$ cat src/rtl/regfile_wport_arb.sv
// rtl/regfile_wport_arb.sv - register file write-port arbiter with result FIFO and pending scoreboard
// Pipeline writeback always wins the port; long-latency results queue and drain in free slots.
module regfile_wport_arb #(
  parameter int DEPTH      = 2,
  parameter int STARVE_MAX = 4
) (
  input  logic        clk,
  input  logic        clrn,
  input  logic        i_pipe_we,
  input  logic [4:0]  i_pipe_wn,
  input  logic [31:0] i_pipe_d,
  input  logic        i_lu_valid,
  input  logic [4:0]  i_lu_wn,
  input  logic [31:0] i_lu_d,
  output logic        o_lu_ready,
  input  logic        i_iss_valid,
  input  logic [4:0]  i_iss_wn,
  input  logic [4:0]  i_rna,
  input  logic [4:0]  i_rnb,
  input  logic [4:0]  i_rnw,
  output logic        o_busy_a,
  output logic        o_busy_b,
  output logic        o_busy_w,
  output logic        o_stall_req,
  output logic        o_rf_we,
  output logic [4:0]  o_rf_wn,
  output logic [31:0] o_rf_d
);

  localparam int AW = $clog2(DEPTH);
  localparam int CW = $clog2(DEPTH + 1);
  localparam int SW = $clog2(STARVE_MAX + 1);
  localparam logic [CW-1:0] L_DEPTH = CW'(DEPTH);
  localparam logic [SW-1:0] L_SMAX  = SW'(STARVE_MAX);

  logic [4:0]    r_fifo_wn [DEPTH];
  logic [31:0]   r_fifo_d  [DEPTH];
  logic [AW-1:0] r_wp;
  logic [AW-1:0] r_rp;
  logic [CW-1:0] r_cnt;
  logic [SW-1:0] r_starve;
  logic [31:0]   r_pending;

  logic        w_pipe_real;
  logic        w_empty;
  logic        w_pop;
  logic        w_push;
  logic [4:0]  w_head_wn;
  logic [31:0] w_head_d;

  assign w_pipe_real = i_pipe_we && (i_pipe_wn != 5'd0);
  assign w_empty     = (r_cnt == '0);
  assign w_pop       = !w_empty && !w_pipe_real;
  assign w_head_wn   = r_fifo_wn[r_rp];
  assign w_head_d    = r_fifo_d[r_rp];
  // Readiness is gated by clrn so nothing is accepted while reset is held.
  assign o_lu_ready  = clrn && (r_cnt < L_DEPTH);
  assign w_push      = i_lu_valid && o_lu_ready;

  assign o_busy_a    = r_pending[i_rna];
  assign o_busy_b    = r_pending[i_rnb];
  assign o_busy_w    = r_pending[i_rnw];
  assign o_stall_req = (r_starve == L_SMAX);

  always_comb begin
    o_rf_we = 1'b0;
    o_rf_wn = 5'd0;
    o_rf_d  = 32'd0;
    if (clrn) begin
      if (w_pipe_real) begin
        o_rf_we = 1'b1;
        o_rf_wn = i_pipe_wn;
        o_rf_d  = i_pipe_d;
      end else if (w_pop && (w_head_wn != 5'd0)) begin
        o_rf_we = 1'b1;
        o_rf_wn = w_head_wn;
        o_rf_d  = w_head_d;
      end
    end
  end

  always_ff @(posedge clk) begin
    if (w_push) begin
      r_fifo_wn[r_wp] <= i_lu_wn;
      r_fifo_d[r_wp]  <= i_lu_d;
    end
  end

  always_ff @(posedge clk or negedge clrn) begin
    if (!clrn) begin
      r_wp  <= '0;
      r_rp  <= '0;
      r_cnt <= '0;
    end else begin
      if (w_push) r_wp <= r_wp + 1'b1;
      if (w_pop)  r_rp <= r_rp + 1'b1;
      if (w_push && !w_pop)      r_cnt <= r_cnt + 1'b1;
      else if (w_pop && !w_push) r_cnt <= r_cnt - 1'b1;
    end
  end

  always_ff @(posedge clk or negedge clrn) begin
    if (!clrn)                 r_starve <= '0;
    else if (w_empty || w_pop) r_starve <= '0;
    else if (r_starve != L_SMAX) r_starve <= r_starve + 1'b1;
  end

  // The set is written after the clear so a same-cycle issue to the retiring register keeps it busy.
  always_ff @(posedge clk or negedge clrn) begin
    if (!clrn) begin
      r_pending <= 32'd0;
    end else begin
      if (w_pop) r_pending[w_head_wn] <= 1'b0;
      if (i_iss_valid && (i_iss_wn != 5'd0)) r_pending[i_iss_wn] <= 1'b1;
    end
  end

endmodule
$ cat config.mk
export PLATFORM = sky130hd
export DESIGN_NAME = regfile_wport_arb
export DESIGN_NICKNAME = d
export VERILOG_FILES = /design/src/rtl/regfile_wport_arb.sv
export SDC_FILE = /design/constraint.sdc
export NUM_CORES = 1
export LEC_CHECK = 0
export BUFFER_PORTS_ARGS = -buffer_cell sky130_fd_sc_hd__buf_2
export CAP_MARGIN = 20
export CORE_AREA = 10 10 123 125
export CTS_BUF_LIST = sky130_fd_sc_hd__clkbuf_4 sky130_fd_sc_hd__clkbuf_8
export CTS_CLUSTER_DIAMETER = 50
export DETAILED_ROUTE_END_ITERATION = 7
export DIE_AREA = 0 0 133 135
export PLACE_DENSITY_LB_ADDON = 0.25
export SLEW_MARGIN = 10
export SYNTH_ARGS = -nofsm -noshare
export SYNTH_HDL_FRONTEND = slang
export SYNTH_SLANG_ARGS = --single-unit
$ cat constraint.sdc
create_clock -name clk -period 3.2 [get_ports clk]
set_input_delay 0.64 -clock clk [delete_from_list [all_inputs] [get_ports clk]]
set_output_delay 0.64 -clock clk [all_outputs]
set_load 0.005 [all_outputs]
==> load_flow_metrics.sql, run 1 <==
INSERT INTO impl_metrics (metric_group, metric, value, unit) VALUES
('synthesis', 'synth_top_cells_by_area', 'edfxtp_1 (39%), dfrtp_1 (17%), mux2i_1 (15%)', ''),
('timing', 'max_slew.worst_pin.slew', '0.702', 'ns'),
('grt', 'grt_antenna_before_repair', '1', ''),
('routing', 'routed_wl', '15200', 'um'),
('synthesis', 'netlist-cell-type-count', '38', ''),
('worst_setup_path', 'worst_ep_required_time', '2.56', 'ns'),
('timing', 'hold-worst-slack', '0.308', 'ns'),
('synthesis', 'yosys_synthesis_warning_count', '0', ''),
('clock_tree', 'postCtsResizedCells', '0', ''),
('synthesis', 'synth_commonest_cells', 'mux2i_1 (84), o21ai_0 (82), edfxtp_1 (74), nand2_1 (64), dfrtp_1 (39)', ''),
('die', 'die_area', '18000', 'um^2'),
('routing', 'via_per_inst', '5.44', ''),
('power_and_ir_drop', 'power.leakage', '0.00298', 'uW'),
('synthesis', 'synth.yosys.seq_area_share', '0.561', ''),
('status', 'outcome', 'finished, final reports clean', ''),
('grt', 'grtUsageTotal', '0.169', ''),
('die', 'start_util', '0.454', ''),
('worst_setup_path', 'timing.critical_path.from', 'r_rp', ''),
('clock_tree', 'cts.repair_timing.setup_buffer_count', '0', ''),
('grt', 'grt_start_max_net_pins', '42', ''),
('final_layout', 'post_route_cells_drive_above_1_share', '0.291', ''),
('worst_setup_path', 'crit_fanout', '32', ''),
('final_layout', 'design.final.nets', '759', ''),
('routing', 'via_count', '4578', ''),
('clock_tree', 'cts.clk_slew.worst_paths', '0.07', 'ns'),
('synthesis', 'synth.avg_cell_area', '11.2', 'um^2'),
('routing', 'routed_wire_length_per_instance', '18.1', 'um'),
('synthesis', 'yosysTopAreaCellShare', '0.390', ''),
('timing', 'timing.final.setup_violations', '0', ''),
('worst_setup_path', 'cp.arrival', '2.41', 'ns'),
('routing', 'initialDrtViolationCount', '278', ''),
('clock_tree', 'max-clock-path-buffers', '2', ''),
('die', 'die_width', '133', 'um'),
('grt', 'grt_overflow', '0', ''),
('placed_design', 'gp_congestion', '0.888', ''),
('power_and_ir_drop', 'vdd.ir_drop.worst', '392', 'uV'),
('synthesis', 'syn_nets', '612', ''),
('worst_setup_path', 'setup.worst_path.class', 'reg -> out', ''),
('worst_setup_path', 'worstSetupEndpointType', 'primary output', ''),
('clock_tree', 'clock-root-buffer', 'clkbuf_8', ''),
('flow_run', 'max-cap-violations', '0', ''),
('timing', 'period_needed', '3.05', 'ns'),
('final_layout', 'num_antenna_cells', '0', ''),
('synthesis', 'postSynth.topFlopCell', 'edfxtp_1', ''),
('routing', 'drtAntennaViolNets', '0', ''),
('die', 'die-height', '135', 'um'),
('clock_tree', 'cts_hold_repair.buffers', '0', ''),
('placed_design', 'detailed_place_hpwl', '11600', 'um'),
('timing', 'finalClockSkew', '0.00713', 'ns'),
('synthesis', 'synth_cells', '510', ''),
('timing', 'finalCritPeriodShare', '0.953', ''),
('synthesis', 'yosysTopAreaCell', 'edfxtp_1', ''),
('timing', 'final.setup.worst_slack', '0.150', 'ns'),
('clock_tree', 'clock_sinks', '113', ''),
('hold_path', 'hold_path_class', 'in -> async', ''),
('synthesis', 'async_reset_ff_frac', '0.345', ''),
('die', 'rows', '41', ''),
('power_and_ir_drop', 'power_per_cell_area', '718', 'nW/um^2'),
('placed_design', 'preCtsSetupSlack', '0.0805', 'ns'),
('clock_tree', 'cts_inserted_buffers', '17', ''),
('clock_tree', 'cts-htree-levels', '4', ''),
('timing', 'worst_max_slew_margin_expressed_relative_to_the_limit', '0.531', ''),
('timing', 'setup_total_negative_slack', '0', 'ns'),
('routing', 'drc_errors', '0', ''),
('final_layout', 'final.fill_count', '1079', ''),
('routing', 'drt_pre_antenna_iters', '6', ''),
('clock_tree', 'clock_latency', '0.42', 'ns'),
('timing', 'setup_repair_after_global_routing_missed_its_margin', 'no', ''),
('die', 'io_pins', '142', ''),
('die', 'floorplan.core_area', '12600', 'um^2'),
('synthesis', 'synth.cell_area', '5700', 'um^2'),
('final_layout', 'area.growth.synth_to_final', '22.7', '%'),
('synthesis', 'postSynthRegisterBits', '113', ''),
('worst_setup_path', 'crit-reg2reg-launch', 'r_rp', ''),
('clock_tree', 'cts_tree', 'built', ''),
('grt', 'first_global_vias', '4765', ''),
('grt', 'wire_length_of_the_first_global_routing_pass', '24300', 'um'),
('timing', 'fmaxAchievable', '328', 'MHz'),
('worst_setup_path', 'timing.critical_path.from_type', 'flop', ''),
('synthesis', 'yosysMostFrequentCell', 'mux2i_1', ''),
('timing', 'timing_hold_violations_final', '0', ''),
('timing', 'timing_max_transition_violations_final', '0', ''),
('placed_design', 'port_buffers', '141', ''),
('synthesis', 'synth-edff-count', '74', '');
==> sequential cells by signal, summed over array words and instances, names as in the netlist <==
signal,cells
r_pending,32
r_wp,1
r_fifo_wn,10
r_cnt,2
r_fifo_d,64
r_starve,3
r_rp,1
==> cells in the final DEF, fill, tap and decap left out, types with 4 or more instances in the layout <==
master | synthesis | layout
edfxtp_1 | 74 | 74
xnor2_1 | 4 | 4
mux2i_1 | 84 | 84
clkbuf_8 | 0 | 17
nor2b_1 | 9 | 9
a22oi_1 | 12 | 12
clkinvlp_4 | 0 | 4
a21oi_1 | 13 | 13
o21ai_0 | 82 | 82
nand2b_1 | 6 | 6
buf_2 | 10 | 141
o21ai_1 | 17 | 17
nand3_1 | 16 | 16
dfrtp_1 | 39 | 38
clkinv_2 | 0 | 5
nor2_1 | 15 | 13
and2_1 | 4 | 4
inv_1 | 6 | 6
nor3_1 | 5 | 5
nand2_1 | 64 | 64
buf_4 | 0 | 8
==> worst max-delay path, cell delays in order, from the launching register on <==
cell and delay, ns:
dfrtp_2 0.50, mux2i_1 0.33, o21ai_0 0.30, o2111ai_2 0.25, buf_4 0.31, o21ai_0 0.15
buf_2 0.15
==> final timing paths <==
kind	depth (start not counted)	end	slack, ns
max	6	o_rf_d[20]	0.15
min	2	r_wp	0.31
max reg2reg	6	r_pending[13]	1.00
min reg2reg	1	r_cnt[1]	0.52
max in group asynchronous	2	r_rp	2.51
min in group clk	1	r_fifo_d[1][3]	0.40
==> final cells by class <==
| cell class | count | area, um^2 | area share |
|---|---|---|---|
| Clock inverter | 14 | 141 | 0.0202 |
| Tap cell | 172 | 215 | 0.0307 |
| Multi-Input combinational cell | 370 | 2410 | 0.345 |
| Clock buffer | 18 | 241 | 0.0345 |
| Inverter | 6 | 22.5 | 0.00322 |
| Timing Repair Buffer | 149 | 766 | 0.109 |
| Sequential cell | 113 | 3200 | 0.457 |
==> per-layer routing <==
metal,share of wire,GRT usage,up-vias
met5,0.00079,0,-
met4,0.016,0.0611,2
met3,0.081,0.0605,22
met2,0.48,0.271,169
met1,0.42,0.204,2182
li1,-,-,2203
==> power by group <==
part / switching (uW) / internal, uW
registers: 335 / 1910
clock network: 573 / 695
logic: 857 / 664
total: 1760 / 3260
==> cell families after synthesis <==
logic type | Yosys count | synth area share
compound gates | 138 | 0.135
simple gates | 136 | 0.116
flops | 113 | 0.561
mux | 87 | 0.153
buf+inv | 27 | 0.0200
xor+xnor | 6 | 0.00921
fa+ha+maj | 3 | 0.00658
==> through the flow <==
step | area (um^2) | std cells | utilization | total power (uW)
global route | 7000 | 842 | 0.557 | 5360
floorplan | 5700 | 510 | - | 3180
CTS | 7000 | 842 | 0.557 | 5060
finish | 7000 | 842 | 0.557 | 5030
global placement | 6610 | 810 | 0.526 | 3730
detailed placement | 6610 | 810 | 0.526 | 3790
No activity file was read; power rests on OpenSTA's default activity.
==> run 2: changes to the inputs <==
Settings changed: CELL_PAD_IN_SITES_DETAIL_PLACEMENT set to 1, CELL_PAD_IN_SITES_GLOBAL_PLACEMENT set to 1, CORE_AREA 10 10 123 125 to 10 10 127 129, DIE_AREA 0 0 133 135 to 0 0 137 139.
==> run 2 against run 1 <==
  * Worst setup slack better by 0.039 ns
  * Register-to-register slack better by 0.23 ns
  * Sequential share of layout area fell by 0.20 points
  * Wire length grew 13%
==> load_flow_metrics.sql, run 2 (same netlist as run 1, synthesis figures left out) <==
INSERT INTO impl_metrics (metric_group, metric, value, unit) VALUES
('status', 'outcome', 'finished, final reports clean', ''),
('power_and_ir_drop', 'power_switching', '1830', 'uW'),
('timing', 'worst_max_slew_margin_expressed_relative_to_the_limit', '0.647', ''),
('worst_setup_path', 'cp.arrival', '2.37', 'ns'),
('grt', 'first_global_vias', '5092', ''),
('placed_design', 'port_buffers', '141', ''),
('timing', 'timing_max_transition_violations_final', '0', ''),
('worst_setup_path', 'worst_ep_required_time', '2.56', 'ns'),
('die', 'die_width', '137', 'um'),
('timing', 'hold-worst-slack', '0.279', 'ns'),
('power_and_ir_drop', 'report.power.total', '5090', 'uW'),
('clock_tree', 'max-clock-path-buffers', '2', ''),
('power_and_ir_drop', 'vdd.ir_drop.worst', '321', 'uV'),
('worst_setup_path', 'crit_fanout', '32', ''),
('worst_setup_path', 'worst_reg2reg_path_length_in_cells', '6', ''),
('timing', 'fmaxAchievable', '332', 'MHz'),
('timing', 'finalCritPeriodShare', '0.941', ''),
('routing', 'drtAntennaViolNets', '0', ''),
('power_and_ir_drop', 'netSwitchingFraction', '0.360', ''),
('power_and_ir_drop', 'power_report.internal_total', '3260', 'uW'),
('placed_design', 'preCtsSetupSlack', '0.0623', 'ns'),
('grt', 'wire_length_of_the_first_global_routing_pass', '27300', 'um'),
('clock_tree', 'cts.repair_timing.setup_buffer_count', '0', ''),
('die', 'start_util', '0.417', ''),
('worst_setup_path', 'cpPeakStageDelay', '0.54', 'ns'),
('clock_tree', 'cts.clk_slew.worst_paths', '0.07', 'ns'),
('final_layout', 'final.fill_count', '1557', ''),
('final_layout', 'final_common_cell', 'buf_2', ''),
('timing', 'final.setup.worst_slack', '0.189', 'ns'),
('worst_setup_path', 'critical_path.cell_chain', 'buf_2 > or4_4 > o21ai_2 > o2111ai_2 > buf_4 > o21ai_0 > buf_2', ''),
('timing', 'setup_total_negative_slack', '0', 'ns'),
('routing', 'initialDrtViolationCount', '175', ''),
('worst_setup_path', 'timing.critical_path.from_type', 'primary input', ''),
('die', 'die-height', '139', 'um'),
('final_layout', 'largest-register', 'r_fifo_d', ''),
('timing', 'period_needed', '3.01', 'ns'),
('final_layout', 'design.final.nets', '760', ''),
('clock_tree', 'postCtsResizedCells', '1', ''),
('grt', 'grt_start_max_net_pins', '42', ''),
('timing', 'setup_repair_after_global_routing_missed_its_margin', 'no', ''),
('worst_setup_path', 'critical_path.slowest_cell', 'or4_4', ''),
('grt', 'grtUsageTotal', '0.182', ''),
('clock_tree', 'cts_inserted_buffers', '17', ''),
('routing', 'routed_wire_length_per_instance', '20.2', 'um'),
('timing', 'finalClockSkew', '0.00923', 'ns'),
('routing', 'via_per_inst', '5.42', ''),
('worst_setup_path', 'setup.worst_path.class', 'in -> out', ''),
('worst_setup_path', 'critical-path-top-cell-by-count', 'buf_2', ''),
('worst_setup_path', 'crit-reg2reg-launch', 'r_rp', ''),
('die', 'die_area', '19000', 'um^2'),
('hold_path', 'hold_path_class', 'in -> async', ''),
('power_and_ir_drop', 'power.leakage', '0.00299', 'uW'),
('power_and_ir_drop', 'power_frac_comb', '0.308', ''),
('power_and_ir_drop', 'clock_power_share', '0.252', ''),
('placed_design', 'detailed_place_hpwl', '13200', 'um'),
('worst_setup_path', 'worstSetupEndpointType', 'primary output', ''),
('timing', 'timing_hold_violations_final', '0', ''),
('die', 'floorplan.core_area', '13700', 'um^2'),
('final_layout', 'area.growth.synth_to_final', '23.3', '%'),
('final_layout', 'most-common-layout-cells', 'buf_2 (141), mux2i_1 (84), o21ai_0 (81)', ''),
('timing', 'timing.final.setup_violations', '0', ''),
('clock_tree', 'cts_hold_repair.buffers', '0', ''),
('worst_setup_path', 'r2r_slack', '1.23', 'ns'),
('grt', 'grt_antenna_before_repair', '5', ''),
('power_and_ir_drop', 'power_per_cell_area', '724', 'nW/um^2'),
('clock_tree', 'clock_sinks', '113', ''),
('final_layout', 'largest_register_ffs', '64', ''),
('clock_tree', 'cts_tree', 'built', ''),
('flow_run', 'max-cap-violations', '0', ''),
('die', 'io_pins', '142', ''),
('routing', 'drc_errors', '0', ''),
('clock_tree', 'clock_latency', '0.44', 'ns'),
('final_layout', 'largestRegisters', 'r_fifo_d x64, r_pending x32, r_fifo_wn x10', ''),
('timing', 'max_slew.worst_pin.slew', '0.530', 'ns'),
('grt', 'grt_overflow', '0', ''),
('worst_setup_path', 'r2r_end', 'r_pending[5]', ''),
('final_layout', 'finish.instance_area', '7030', 'um^2'),
('placed_design', 'gp_congestion', '0.838', ''),
('placed_design', 'postPlaceCellArea', '6640', 'um^2'),
('routing', 'routed_wl', '17200', 'um'),
('clock_tree', 'cts-htree-levels', '4', ''),
('routing', 'drt_pre_antenna_iters', '6', ''),
('power_and_ir_drop', 'p_seq_frac', '0.440', ''),
('clock_tree', 'clock-root-buffer', 'clkbuf_8', ''),
('routing', 'via_count', '4625', ''),
('final_layout', 'post_route_cells_drive_above_1_share', '0.292', ''),
('die', 'rows', '43', '');
## run 2: critical path: cells and delay by family
kind                   cells  cell delay, ns
AND/OR/NAND/NOR            1            0.54
buffers and inverters      3            0.53
AO/OA/AOI/OAI              3            0.64
## run 2: layout make-up
| type | count | area, um^2 | share of cell area |
|---|---|---|---|
| Clock buffer | 17 | 234 | 0.0333 |
| Multi-Input combinational cell | 370 | 2420 | 0.344 |
| Timing Repair Buffer | 150 | 785 | 0.112 |
| Tap cell | 180 | 225 | 0.0320 |
| Sequential cell | 113 | 3200 | 0.455 |
| Antenna cell | 2 | 5.00 | 0.000712 |
| Inverter | 6 | 22.5 | 0.00320 |
| Clock inverter | 15 | 144 | 0.0205 |
## run 2: through the flow
stage | utilization | cells
global placement | 0.485 | 818
finish | 0.515 | 853
floorplan | - | 510
detailed placement | 0.486 | 819
global route | 0.514 | 852
CTS | 0.513 | 851
## run 2: worst max path at each step
stage / start / end / slack (ns) / depth (start not counted)
after floorplan: clrn / r_fifo_d[0][0] / 0.17 / 4
after global placement: i_pipe_wn[2] / o_rf_d[4] / 0.23 / 7
after detailed placement: i_pipe_wn[2] / o_rf_d[23] / 0.06 / 7
after CTS: r_rp / o_rf_d[22] / 0.001 / 7
after global routing: r_rp / o_rf_d[22] / 0.04 / 6
final: i_pipe_wn[2] / o_rf_d[23] / 0.19 / 7
## run 2: routing by layer
| layer | GRT usage | wire length (um) | up-vias |
|---|---|---|---|
| met2 | 0.310 | 8730 | 120 |
| met4 | 0.0616 | 338 | 2 |
| li1 | - | - | 2202 |
| met1 | 0.204 | 6920 | 2275 |
| met3 | 0.0667 | 1230 | 26 |
| met5 | 0 | 7 | - |
## run 2: power by group through the flow
| stage | clock (uW) | combinational (uW) | sequential [uW] |
|---|---|---|---|
| after detailed placement | 0 | 1570 | 2260 |
| after global placement | 0 | 1500 | 2220 |
| after CTS | 1310 | 1580 | 2230 |
| final | 1280 | 1570 | 2240 |
| after global routing | 1370 | 1740 | 2290 |
| after floorplan | 0 | 1060 | 2120 |
==> run 3: changes to the inputs <==
Settings changed: CORE_AREA 10 10 127 129 to 2 2 119 121, DIE_AREA 0 0 137 139 to 0 0 121 123, MAX_ROUTING_LAYER set to met4.
==> run 3 against run 2 <==
  * Worst setup slack improved by 0.012 ns
  * Combinational power barely moved
  * Die area fell by 22%
  * Via count fell by 0.17%
  * Critical path depth rose by 2
  * Count of clock-buffer cells in the layout grew 1
  * First-iteration DRC count is 22% higher
  * Final area is 1.2% higher
  * Wire length down 6.7%
  * Global-route usage is 4.3 points higher
  * Sequential share of layout area decreased by 0.53 points
  * Fmax is 0.41% higher
  * Largest power group unchanged
==> load_flow_metrics.sql, run 3 (same netlist as run 1, synthesis figures left out) <==
INSERT INTO impl_metrics (metric_group, metric, value, unit) VALUES
('worst_setup_path', 'setup.worst_path.class', 'in -> out', ''),
('die', 'rows', '43', ''),
('clock_tree', 'cts_tree', 'built', ''),
('final_layout', 'post_route_cells_drive_above_1_share', '0.292', ''),
('timing', 'finalCritPeriodShare', '0.937', ''),
('final_layout', 'final_common_cell', 'buf_2', ''),
('worst_setup_path', 'critical_path.slowest_cell', 'or4_4', ''),
('routing', 'drt_pre_antenna_iters', '6', ''),
('worst_setup_path', 'cp.arrival', '2.36', 'ns'),
('die', 'die_width', '121', 'um'),
('worst_setup_path', 'crit_fanout', '32', ''),
('timing', 'period_needed', '3.00', 'ns'),
('final_layout', 'design.final.nets', '760', ''),
('routing', 'routed_wl', '16100', 'um'),
('final_layout', 'largest-register', 'r_fifo_d', ''),
('placed_design', 'postPlaceCellArea', '6640', 'um^2'),
('placed_design', 'port_buffers', '141', ''),
('timing', 'timing_hold_violations_final', '0', ''),
('timing', 'setup_repair_after_global_routing_missed_its_margin', 'no', ''),
('clock_tree', 'cts.repair_timing.setup_buffer_count', '0', ''),
('placed_design', 'gp_congestion', '0.912', ''),
('timing', 'finalClockSkew', '0.0145', 'ns'),
('routing', 'drtAntennaViolNets', '0', ''),
('flow_run', 'max-cap-violations', '0', ''),
('grt', 'grt_start_max_net_pins', '38', ''),
('power_and_ir_drop', 'power.leakage', '0.00302', 'uW'),
('hold_path', 'hold_path_class', 'in -> async', ''),
('final_layout', 'finalNonFillerCells', '853', ''),
('final_layout', 'most-common-layout-cells', 'buf_2 (141), mux2i_1 (84), o21ai_0 (81)', ''),
('die', 'die-height', '123', 'um'),
('timing', 'worst_max_slew_margin_expressed_relative_to_the_limit', '0.637', ''),
('worst_setup_path', 'worst_ep_required_time', '2.56', 'ns'),
('clock_tree', 'clock_sinks', '113', ''),
('routing', 'drc_errors', '0', ''),
('die', 'die_area', '14900', 'um^2'),
('die', 'floorplan.core_area', '13600', 'um^2'),
('die', 'start_util', '0.419', ''),
('power_and_ir_drop', 'vdd.ir_drop.worst', '423', 'uV'),
('timing', 'timing_max_transition_violations_final', '0', ''),
('routing', 'initialDrtViolationCount', '213', ''),
('final_layout', 'largest_register_ffs', '64', ''),
('timing', 'setup_total_negative_slack', '0', 'ns'),
('die', 'io_pins', '142', ''),
('final_layout', 'largestRegisters', 'r_fifo_d x64, r_pending x32, r_fifo_wn x10', ''),
('worst_setup_path', 'timing.critical_path.from', 'i_pipe_wn[2]', ''),
('status', 'outcome', 'finished, final reports clean', ''),
('clock_tree', 'postCtsResizedCells', '1', ''),
('timing', 'fmaxAchievable', '333', 'MHz'),
('final_layout', 'finish.instance_area', '7110', 'um^2'),
('timing', 'max_slew.worst_pin.slew', '0.529', 'ns'),
('grt', 'grt_overflow', '0', ''),
('clock_tree', 'cts.clk_slew.worst_paths', '0.07', 'ns'),
('final_layout', 'area.growth.synth_to_final', '24.7', '%'),
('placed_design', 'detailed_place_hpwl', '12000', 'um'),
('worst_setup_path', 'timing.critical_path.from_type', 'primary input', ''),
('worst_setup_path', 'crit-reg2reg-launch', 'r_rp', ''),
('power_and_ir_drop', 'power_per_cell_area', '750', 'nW/um^2'),
('clock_tree', 'clock_latency', '0.43', 'ns'),
('worst_setup_path', 'cpPeakStageDelay', '0.52', 'ns'),
('clock_tree', 'cts-htree-levels', '4', ''),
('clock_tree', 'clock-root-buffer', 'clkbuf_8', ''),
('routing', 'routed_wire_length_per_instance', '18.8', 'um'),
('timing', 'timing.final.setup_violations', '0', ''),
('placed_design', 'post-place-cells', '819', ''),
('clock_tree', 'cts_hold_repair.buffers', '0', ''),
('routing', 'via_count', '4617', ''),
('worst_setup_path', 'critical_path.cell_chain', 'buf_2 > or4_4 > o21ai_1 > buf_4 > nor2_2 > buf_4 > nand2_1 > o21ai_0 > buf_2', ''),
('grt', 'grt_antenna_before_repair', '1', ''),
('routing', 'via_per_inst', '5.41', ''),
('grt', 'grtUsageTotal', '0.225', ''),
('grt', 'first_global_vias', '4795', ''),
('clock_tree', 'max-clock-path-buffers', '2', ''),
('grt', 'wire_length_of_the_first_global_routing_pass', '24600', 'um'),
('worst_setup_path', 'worstSetupEndpointType', 'primary output', ''),
('clock_tree', 'cts_inserted_buffers', '17', '');
[run 3: layout make-up]
type | instances | area [um^2]
clock buffer | 18 | 241
tap | 180 | 225
sequential | 113 | 3200
multi-input combinational | 370 | 2410
antenna | 2 | 5.00
clock inverter | 14 | 214
inverter | 6 | 22.5
timing repair buffer | 150 | 793
fill | 1515 | 6500
[run 3: per-stage QoR]
| stage | setup WS [ns] | util | hold slack (ns) | power [uW] |
|---|---|---|---|---|
| CTS | 0.0521 | 0.522 | 0.00872 | 5370 |
| finish | 0.201 | 0.523 | 0.0357 | 5330 |
| global route | 0.0343 | 0.522 | 0.0165 | 5610 |
| floorplan | 0.171 | - | 0.344 | 3180 |
| global placement | 0.278 | 0.488 | 0.475 | 3730 |
| detailed placement | 0.203 | 0.488 | 0.478 | 3820 |
[run 3: worst paths after layout]
| kind | endpoint | slack (ns) | depth (start not counted) |
|---|---|---|---|
| worst max register to register | r_pending[8] | 1.19 | 6 |
| max in group asynchronous | r_pending[14] | 2.47 | 2 |
| worst max-delay path | o_rf_d[3] | 0.20 | 9 |
| worst min-delay path | r_wp | 0.04 | 1 |
| worst min register to register | r_cnt[1] | 0.53 | 1 |
| min in group clk | r_fifo_d[0][12] | 0.39 | 1 |
[run 3: routing by layer]
| metal | track usage | routed length [um] | vias up |
|---|---|---|---|
| met5 | - | 0 | - |
| met4 | 0.0843 | 312 | 0 |
| met3 | 0.0526 | 758 | 17 |
| met2 | 0.388 | 8160 | 130 |
| met1 | 0.257 | 6840 | 2259 |
| li1 | - | - | 2211 |
[run 3: power breakdown]
group          internal, uW  switching (uW)
sequential             1910             326
clock                   932             597
combinational           676             897
total                  3510            1820
[run 3: critical path: cells and delay by family]
| family | cells | cell delay (ns) |
|---|---|---|
| buffers and inverters | 4 | 0.69 |
| AOI/OAI and AO/OA | 2 | 0.33 |
| and+or+nand+nor | 3 | 0.67 |
